**src/rtl/inst_execute_pkg.sv**
```systemverilog
// inst_execute_pkg: RV64I encodings shared by decode, execute and memory.
// Holds opcode/funct3 constants and the forwarding match helper.
package inst_execute_pkg;

    localparam int XLEN_DEFAULT = 64;

    localparam logic [6:0] OPC_LOAD   = 7'b0000011;
    localparam logic [6:0] OPC_OP_IMM = 7'b0010011;
    localparam logic [6:0] OPC_STORE  = 7'b0100011;
    localparam logic [6:0] OPC_OP     = 7'b0110011;

    localparam logic [2:0] F3_ADD  = 3'b000;
    localparam logic [2:0] F3_SLL  = 3'b001;
    localparam logic [2:0] F3_SLT  = 3'b010;
    localparam logic [2:0] F3_SLTU = 3'b011;
    localparam logic [2:0] F3_XOR  = 3'b100;
    localparam logic [2:0] F3_SR   = 3'b101;
    localparam logic [2:0] F3_OR   = 3'b110;
    localparam logic [2:0] F3_AND  = 3'b111;

    // funct7 bit selecting SUB/SRA; immediate bit selecting SRAI
    localparam int F7_ALT_BIT  = 5;
    localparam int SRA_IMM_BIT = 10;

    // A producer forwards only when enabled, not x0, and indices match
    function automatic logic fwd_match(
        input logic       en,
        input logic [4:0] src_rd,
        input logic [4:0] rs
    );
        return en && (src_rd != 5'd0) && (src_rd == rs);
    endfunction

endpackage

```
**src/rtl/inst_execute_alu.sv**
```systemverilog
// alu_rv64: combinational RV64I OP/OP-IMM datapath.
// Selects the operation from funct3 with funct7/imm variants for SUB/SRA.
module alu_rv64
    import inst_execute_pkg::*;
#(
    parameter int XLEN = XLEN_DEFAULT
) (
    input  logic [2:0]      funct3,
    input  logic [6:0]      funct7,
    input  logic            imm_flag,
    input  logic [XLEN-1:0] src1,
    input  logic [XLEN-1:0] src2,
    output logic [XLEN-1:0] result
);

    localparam int SHW = (XLEN == 64) ? 6 : 5;

    logic [SHW-1:0] shamt;
    logic           alt_sub;
    logic           alt_sra;
    logic           lt_s;
    logic           lt_u;
    logic           unused_funct7;

    assign shamt   = src2[SHW-1:0];
    assign alt_sub = !imm_flag && funct7[F7_ALT_BIT];
    assign alt_sra = imm_flag ? src2[SRA_IMM_BIT] : funct7[F7_ALT_BIT];
    assign lt_s    = $signed(src1) < $signed(src2);
    assign lt_u    = src1 < src2;

    assign unused_funct7 = ^{funct7[6], funct7[4:0]};

    // Operation select
    always_comb begin
        result = '0;
        unique case (funct3)
            F3_ADD:  result = alt_sub ? (src1 - src2) : (src1 + src2);
            F3_SLL:  result = src1 << shamt;
            F3_SLT:  result = {{(XLEN-1){1'b0}}, lt_s};
            F3_SLTU: result = {{(XLEN-1){1'b0}}, lt_u};
            F3_XOR:  result = src1 ^ src2;
            F3_SR:   result = alt_sra ? XLEN'($signed(src1) >>> shamt)
                                      : (src1 >> shamt);
            F3_OR:   result = src1 | src2;
            F3_AND:  result = src1 & src2;
        endcase
    end

endmodule

```
**src/rtl/inst_execute.sv**
```systemverilog
// inst_execute: RV64I execute stage with EX/MEM forwarding.
// Captures results into EX/MEM, turns stalls into bubbles, counts both.
module inst_execute
    import inst_execute_pkg::*;
#(
    parameter int XLEN  = XLEN_DEFAULT,
    parameter int CNT_W = 32
) (
    input  logic             CLK,
    input  logic             reset,
    input  logic [4:0]       rd,
    input  logic [4:0]       rs1,
    input  logic [4:0]       rs2,
    input  logic [2:0]       funct3,
    input  logic [6:0]       funct7,
    input  logic [XLEN-1:0]  op1,
    input  logic [XLEN-1:0]  op2,
    input  logic             write_back,
    input  logic             imm_flag,
    input  logic             mem_acc,
    input  logic             load_flag,
    input  logic             stall_raise,
    input  logic [4:0]       mem_rd,
    input  logic [XLEN-1:0]  mem_value,
    input  logic             mem_fwd_en,
    output logic [4:0]       ex_rd,
    output logic [2:0]       ex_funct3,
    output logic [XLEN-1:0]  ex_result,
    output logic             ex_write_back,
    output logic             ex_mem_acc,
    output logic             ex_load_flag,
    output logic             ex_valid,
    output logic [CNT_W-1:0] issued_cnt,
    output logic [CNT_W-1:0] bubble_cnt
);

    logic [XLEN-1:0] src1;
    logic [XLEN-1:0] src2;
    logic [XLEN-1:0] alu_out;
    logic            ex_fwd_en;
    logic            ex_hit1;
    logic            ex_hit2;
    logic            mem_hit1;
    logic            mem_hit2;

    // A load in EX has no data yet; its consumer waits for the MEM path
    assign ex_fwd_en = ex_valid && ex_write_back && !ex_load_flag;

    assign ex_hit1  = fwd_match(ex_fwd_en, ex_rd, rs1);
    assign ex_hit2  = fwd_match(ex_fwd_en, ex_rd, rs2);
    assign mem_hit1 = fwd_match(mem_fwd_en, mem_rd, rs1);
    assign mem_hit2 = fwd_match(mem_fwd_en, mem_rd, rs2);

    // src1 bypass: younger EX result beats MEM value
    always_comb begin
        src1 = op1;
        if (ex_hit1) begin
            src1 = ex_result;
        end else if (mem_hit1) begin
            src1 = mem_value;
        end
    end

    // src2 bypass: immediates are never replaced
    always_comb begin
        src2 = op2;
        if (!imm_flag) begin
            if (ex_hit2) begin
                src2 = ex_result;
            end else if (mem_hit2) begin
                src2 = mem_value;
            end
        end
    end

    alu_rv64 #(
        .XLEN(XLEN)
    ) u_alu (
        .funct3  (funct3),
        .funct7  (funct7),
        .imm_flag(imm_flag),
        .src1    (src1),
        .src2    (src2),
        .result  (alu_out)
    );

    // EX/MEM pipeline register; a stall captures an all-zero bubble
    always_ff @(posedge CLK or posedge reset) begin
        if (reset) begin
            ex_valid      <= 1'b0;
            ex_rd         <= '0;
            ex_funct3     <= '0;
            ex_result     <= '0;
            ex_write_back <= 1'b0;
            ex_mem_acc    <= 1'b0;
            ex_load_flag  <= 1'b0;
        end else if (stall_raise) begin
            ex_valid      <= 1'b0;
            ex_rd         <= '0;
            ex_funct3     <= '0;
            ex_result     <= '0;
            ex_write_back <= 1'b0;
            ex_mem_acc    <= 1'b0;
            ex_load_flag  <= 1'b0;
        end else begin
            ex_valid      <= 1'b1;
            ex_rd         <= rd;
            ex_funct3     <= funct3;
            ex_result     <= alu_out;
            ex_write_back <= write_back;
            ex_mem_acc    <= mem_acc;
            ex_load_flag  <= load_flag;
        end
    end

    // Occupancy counters, wrapping at 2^CNT_W
    always_ff @(posedge CLK or posedge reset) begin
        if (reset) begin
            issued_cnt <= '0;
            bubble_cnt <= '0;
        end else if (stall_raise) begin
            bubble_cnt <= bubble_cnt + CNT_W'(1);
        end else begin
            issued_cnt <= issued_cnt + CNT_W'(1);
        end
    end

endmodule
```
**config.mk**
```make
export PLATFORM = sky130hd
export DESIGN_NAME = inst_execute
export DESIGN_NICKNAME = d
export VERILOG_FILES = /design/src/rtl/inst_execute_pkg.sv /design/src/rtl/inst_execute_alu.sv /design/src/rtl/inst_execute.sv
export SDC_FILE = /design/constraint.sdc
export NUM_CORES = 2
export LEC_CHECK = 0
export CAP_MARGIN = 40
export CORE_MARGIN = 3
export CORE_UTILIZATION = 29
export CTS_CLUSTER_DIAMETER = 80
export DETAILED_ROUTE_END_ITERATION = 6
export HOLD_SLACK_MARGIN = 0.1
export RECOVER_POWER = 100
export SKIP_LAST_GASP = 1
export SYNTH_ARGS = -nofsm -noshare
export SYNTH_HDL_FRONTEND = slang
export SYNTH_SLANG_ARGS = --single-unit
```
**constraint.sdc**
```tcl
create_clock -name CLK -period 7.95 [get_ports CLK]
set_input_delay 0.795 -clock CLK [delete_from_list [all_inputs] [get_ports CLK]]
set_output_delay 0.795 -clock CLK [all_outputs]
set_load 0.01 [all_outputs]
```
==> metrics.md <==
| Metric | Value |
|---|---|
| Min Hold Slack | `0.4698 ns` |
| Mux cell area share after synthesis | `between 6 and 7%` |
| WL/cell | `~34 µm` |
| Number of flops mapped to enable cells by yosys | `0` |
| Xor-xnor portion of the synthesized cell area | `under 10%` |
| Clock Sinks | `between 100 and 150` |
| Unrepaired setup endpoints after global routing | `false` |
| Compound-cell area share of the yosys netlist | `about two fifths` |
| Leakage power | `between 10 and 15 nW` |
| Syn Nets | `roughly 4400` |
| Slew Limit Fails | `213` |
| Crit Path Max Fanout | `65` |
| CTS buffer count | `17` |
| Row count | `roughly 110` |
| Drt drc | `0` |
| First-pass GRT wire length | `between 200000 and 300000 µm` |
| Clk Latency, worst-skew pair | `0.52 ns` |
| Overall die width | `314.0 µm` |
| Initial DRC count | `approximately 5500` |
| Area after DPL | `0.03364 mm²` |
| CTS max path bufs | `2` |
| Path category of the worst min-delay check | `reg -> reg` |
| Failing checks | `capacitance limit, slew limit` |
| Prevailing post-synth register cell | `dfrtp_1` |
| I/O Pins | `between 300 and 400` |
| Post-CTS sizing | `0` |
| Post-Syn Area | `about 0.028 mm²` |
| Number of iterations in the first detailed-routing pass | `7` |
| Port buffer count | `between 300 and 400` |
| Die Height | `314.0 µm` |
| Fillcell total | `around 10000` |
| Largest net degree at the start of global routing | `about 130` |
| Final TNS setup | `0 ns` |
| Slew margin rel. | `-234.7%` |
| Detailed-route via count | `approximately 36000` |
| Total track usage | `36.70%` |
| Final setup fails | `0` |
| Die Area | `0.09856 mm²` |
| Register area share after synthesis | `between 10% and 20%` |
| GRT overflow | `0` |
| Vias in the first global route | `about 34000` |
| Maximum clock rate | `129.2 MHz` |
| Post-CTS setup buffer count | `0` |
| Net count, final | `between 4000 and 5000` |
| Worst slew pin tran | `about 5.0 ns` |
| Largest family of logic cells by synthesized area | `compound AO/OA/AOI/OAI gates` |
| Util after Layout | `a little over a third` |
| CP Data Arrival Time | `between 8 and 9 ns` |
| Setup Crit Path Kind | `in -> reg` |
| Syn Area/Cell | `around 7 µm²` |
| Initial Util | `between 20 and 30%` |
| Asr flop ratio synth | `100.0%` |
| H-tree depth | `4` |
| Routability cong. | `about 1.1` |
| Max Cap Violations | `4` |
| WL final | `between 150000 and 200000 µm` |
| Syn. warnings | `0` |
| Vias per inst | `~6.5` |
| Crit end category | `flop` |
| Synth area leaders | `dfrtp_1 (13%), ha_1 (8.9%), mux2i_1 (6.0%)` |
| Core footprint | `around 0.094 mm²` |
| CTS tree | `done` |
| Critical Path RT | `~8.3 ns` |
| Multi-input gate area | `0.02174 mm²` |
| Top-area cell type share of the netlist area | `about an eighth` |
| Hold Vio Cnt, Final | `0` |
| Startpoint types | `input port` |
| Post-Synth Simple-Gate Area | `19.77%` |
| Synth unique cells | `105` |
| Layout Area Growth over Synthesis | `24.23%` |
| Status | `finished with violations` |
| HPWL after detailed placement | `~150000 µm` |
| Clock skew | `between 0.03 and 0.04 ns` |
| Antenna Violating Nets Remaining | `0` |
| Post-Syn Instances | `approximately 4000` |
| Flop2flop setup slack | `approximately 0.61 ns` |
| Reg clk slew, reported paths | `approximately 0.070 ns` |
| Reg area | `around 0.0035 mm²` |
| Synth Area in Adders | `a little under a tenth` |
| Clock root cell | `clkbuf_16` |
| Synth area leader | `dfrtp_1` |
| Layout cells sized above 1 | `a little under a tenth` |
| Final Critical Period | `between 7 and 8 ns` |
| VDD IR max | `135.2 µV` |
| Tcrit/Tclk final | `a little over nine tenths` |
| Yosys reg bits | `140` |
| Initial antenna violation count | `14` |
| Pwr Density | `about 130 mW/mm²` |
| Fin area | `roughly 0.034 mm²` |
| Hold_buf cts | `0` |
-- final timing paths --
path / start / end / cells after the start
hold reg to reg: issued_cnt[31]$_DFFE_PP0N_ / issued_cnt[31]$_DFFE_PP0N_ / 1
hold / removal: issued_cnt[31]$_DFFE_PP0N_ / issued_cnt[31]$_DFFE_PP0N_ / 1
max in group asynchronous: reset / ex_result[62]$_DFF_PP0_ / 3
min in group asynchronous: reset / bubble_cnt[15]$_DFFE_PP0P_ / 2
setup reg to reg: ex_rd[1]$_DFF_PP0_ / ex_result[51]$_DFF_PP0_ / 24
setup / recovery: mem_rd[2] / ex_result[53]$_DFF_PP0_ / 17
-- through the flow --
stage | power, W | std cells | setup slack (ns)
floorplan | 0.002282 | 3950 | 1.585
detailed placement | 0.003511 | 5509 | 0.09339
global route | 0.004658 | 5545 | 0.1804
finish | 0.004511 | 5553 | 0.2085
global placement | 0.003519 | 5498 | 0.2323
CTS | 0.004437 | 5541 | 0.6129
-- state kept, by name, summed over array words and instances (netlist names) --
name	flops
bubble_cnt	32
ex_funct3	3
ex_load_flag	1
ex_mem_acc	1
ex_rd	5
ex_result	64
ex_valid	1
ex_write_back	1
issued_cnt	32
-- worst max-delay path, cell delays in order --
cell	delay, ns
dlygate4sd3_1	0.63
or4_4	0.19
nor2_1	0.06
nor4_4	0.80
clkbuf_1	0.26
a31oi_1	0.14
buf_4	0.17
o22a_4	0.25
clkbuf_2	0.80
clkbuf_2	0.96
o21ai_0	0.92
mux4_2	0.43
o221ai_1	0.14
nor3_1	0.60
o32a_1	0.61
nor3_1	0.12
clkbuf_4	0.17
-- cell families after synthesis --
family                     after synthesis
adders and majority gates              197
xor gates and xnor gates               140
buffers and inverters                  574
AOI/OAI and AO/OA                     1550
DFF                                    140
and+or+nand+nor                       1163
muxes                                  186
-- power breakdown --
part / internal (W) / switching, W
logic: 0.000940 / 0.00179
registers: 0.000777 / 0.0000905
clock network: 0.000486 / 0.000424
-- final cells by class --
class | instances | area share (%)
inverters | 224 | 2.476
diodes | 8 | 0.05860
clock buffers | 19 | 1.326
clock inverters | 13 | 0.4541
flip-flops and latches | 140 | 10.25
multi-input cells | 3236 | 63.64
well taps | 1254 | 4.592
repair buffers | 659 | 17.20
-- layer usage --
layer  track usage [%]  routed length (µm)  vias to the layer above
li1                  -                   -                    15590
met1             47.19               75870                    17630
met2             54.76               78550                     2625
met3             10.05               20620                      514
met4             21.58               13310                       10
met5                 0                  56                        -
-- synthesized netlist by cell type (17+ instances only) --
cell and count:
o21ai_0 321, nor2_1 316, a21oi_1 299, nand2_1 266, nand3_1 249, inv_1 217, clkbuf_1 214, ha_1 195
mux2i_1 165, dfrtp_1 140, nor3_1 130, o22a_1 119, xnor2_1 116, a31oi_1 103, a211oi_1 91, o211ai_1 89
buf_2 74, o221ai_1 63, o22ai_1 59, buf_1 42, a211o_1 38, a221oi_1 38, nand4_1 38, nor2b_1 38
o31ai_1 38, o21bai_1 31, a21o_1 28, nor4_1 25, xor2_1 24, and3_1 22, o21ai_1 21, or3_1 21
a22oi_1 19, mux2_2 17
-- cell usage in the layout, fill, tap and decap left out, types with 59 or more instances in the layout --
cell and instances:
o221ai_1 63, o22a_1 119, mux2i_1 165, dfrtp_1 140, o21ai_0 323, a211oi_1 91
dlygate4sd3_1 142, a21oi_1 298, xnor2_1 116, nor3_1 129, o211ai_1 89, buf_4 248
o22ai_1 59, nand3_1 249, nor2_1 314, inv_1 214, nand2_1 265, clkdlybuf4s50_1 215
ha_1 195, a31oi_1 103
(Power assumes the default switching activity.)
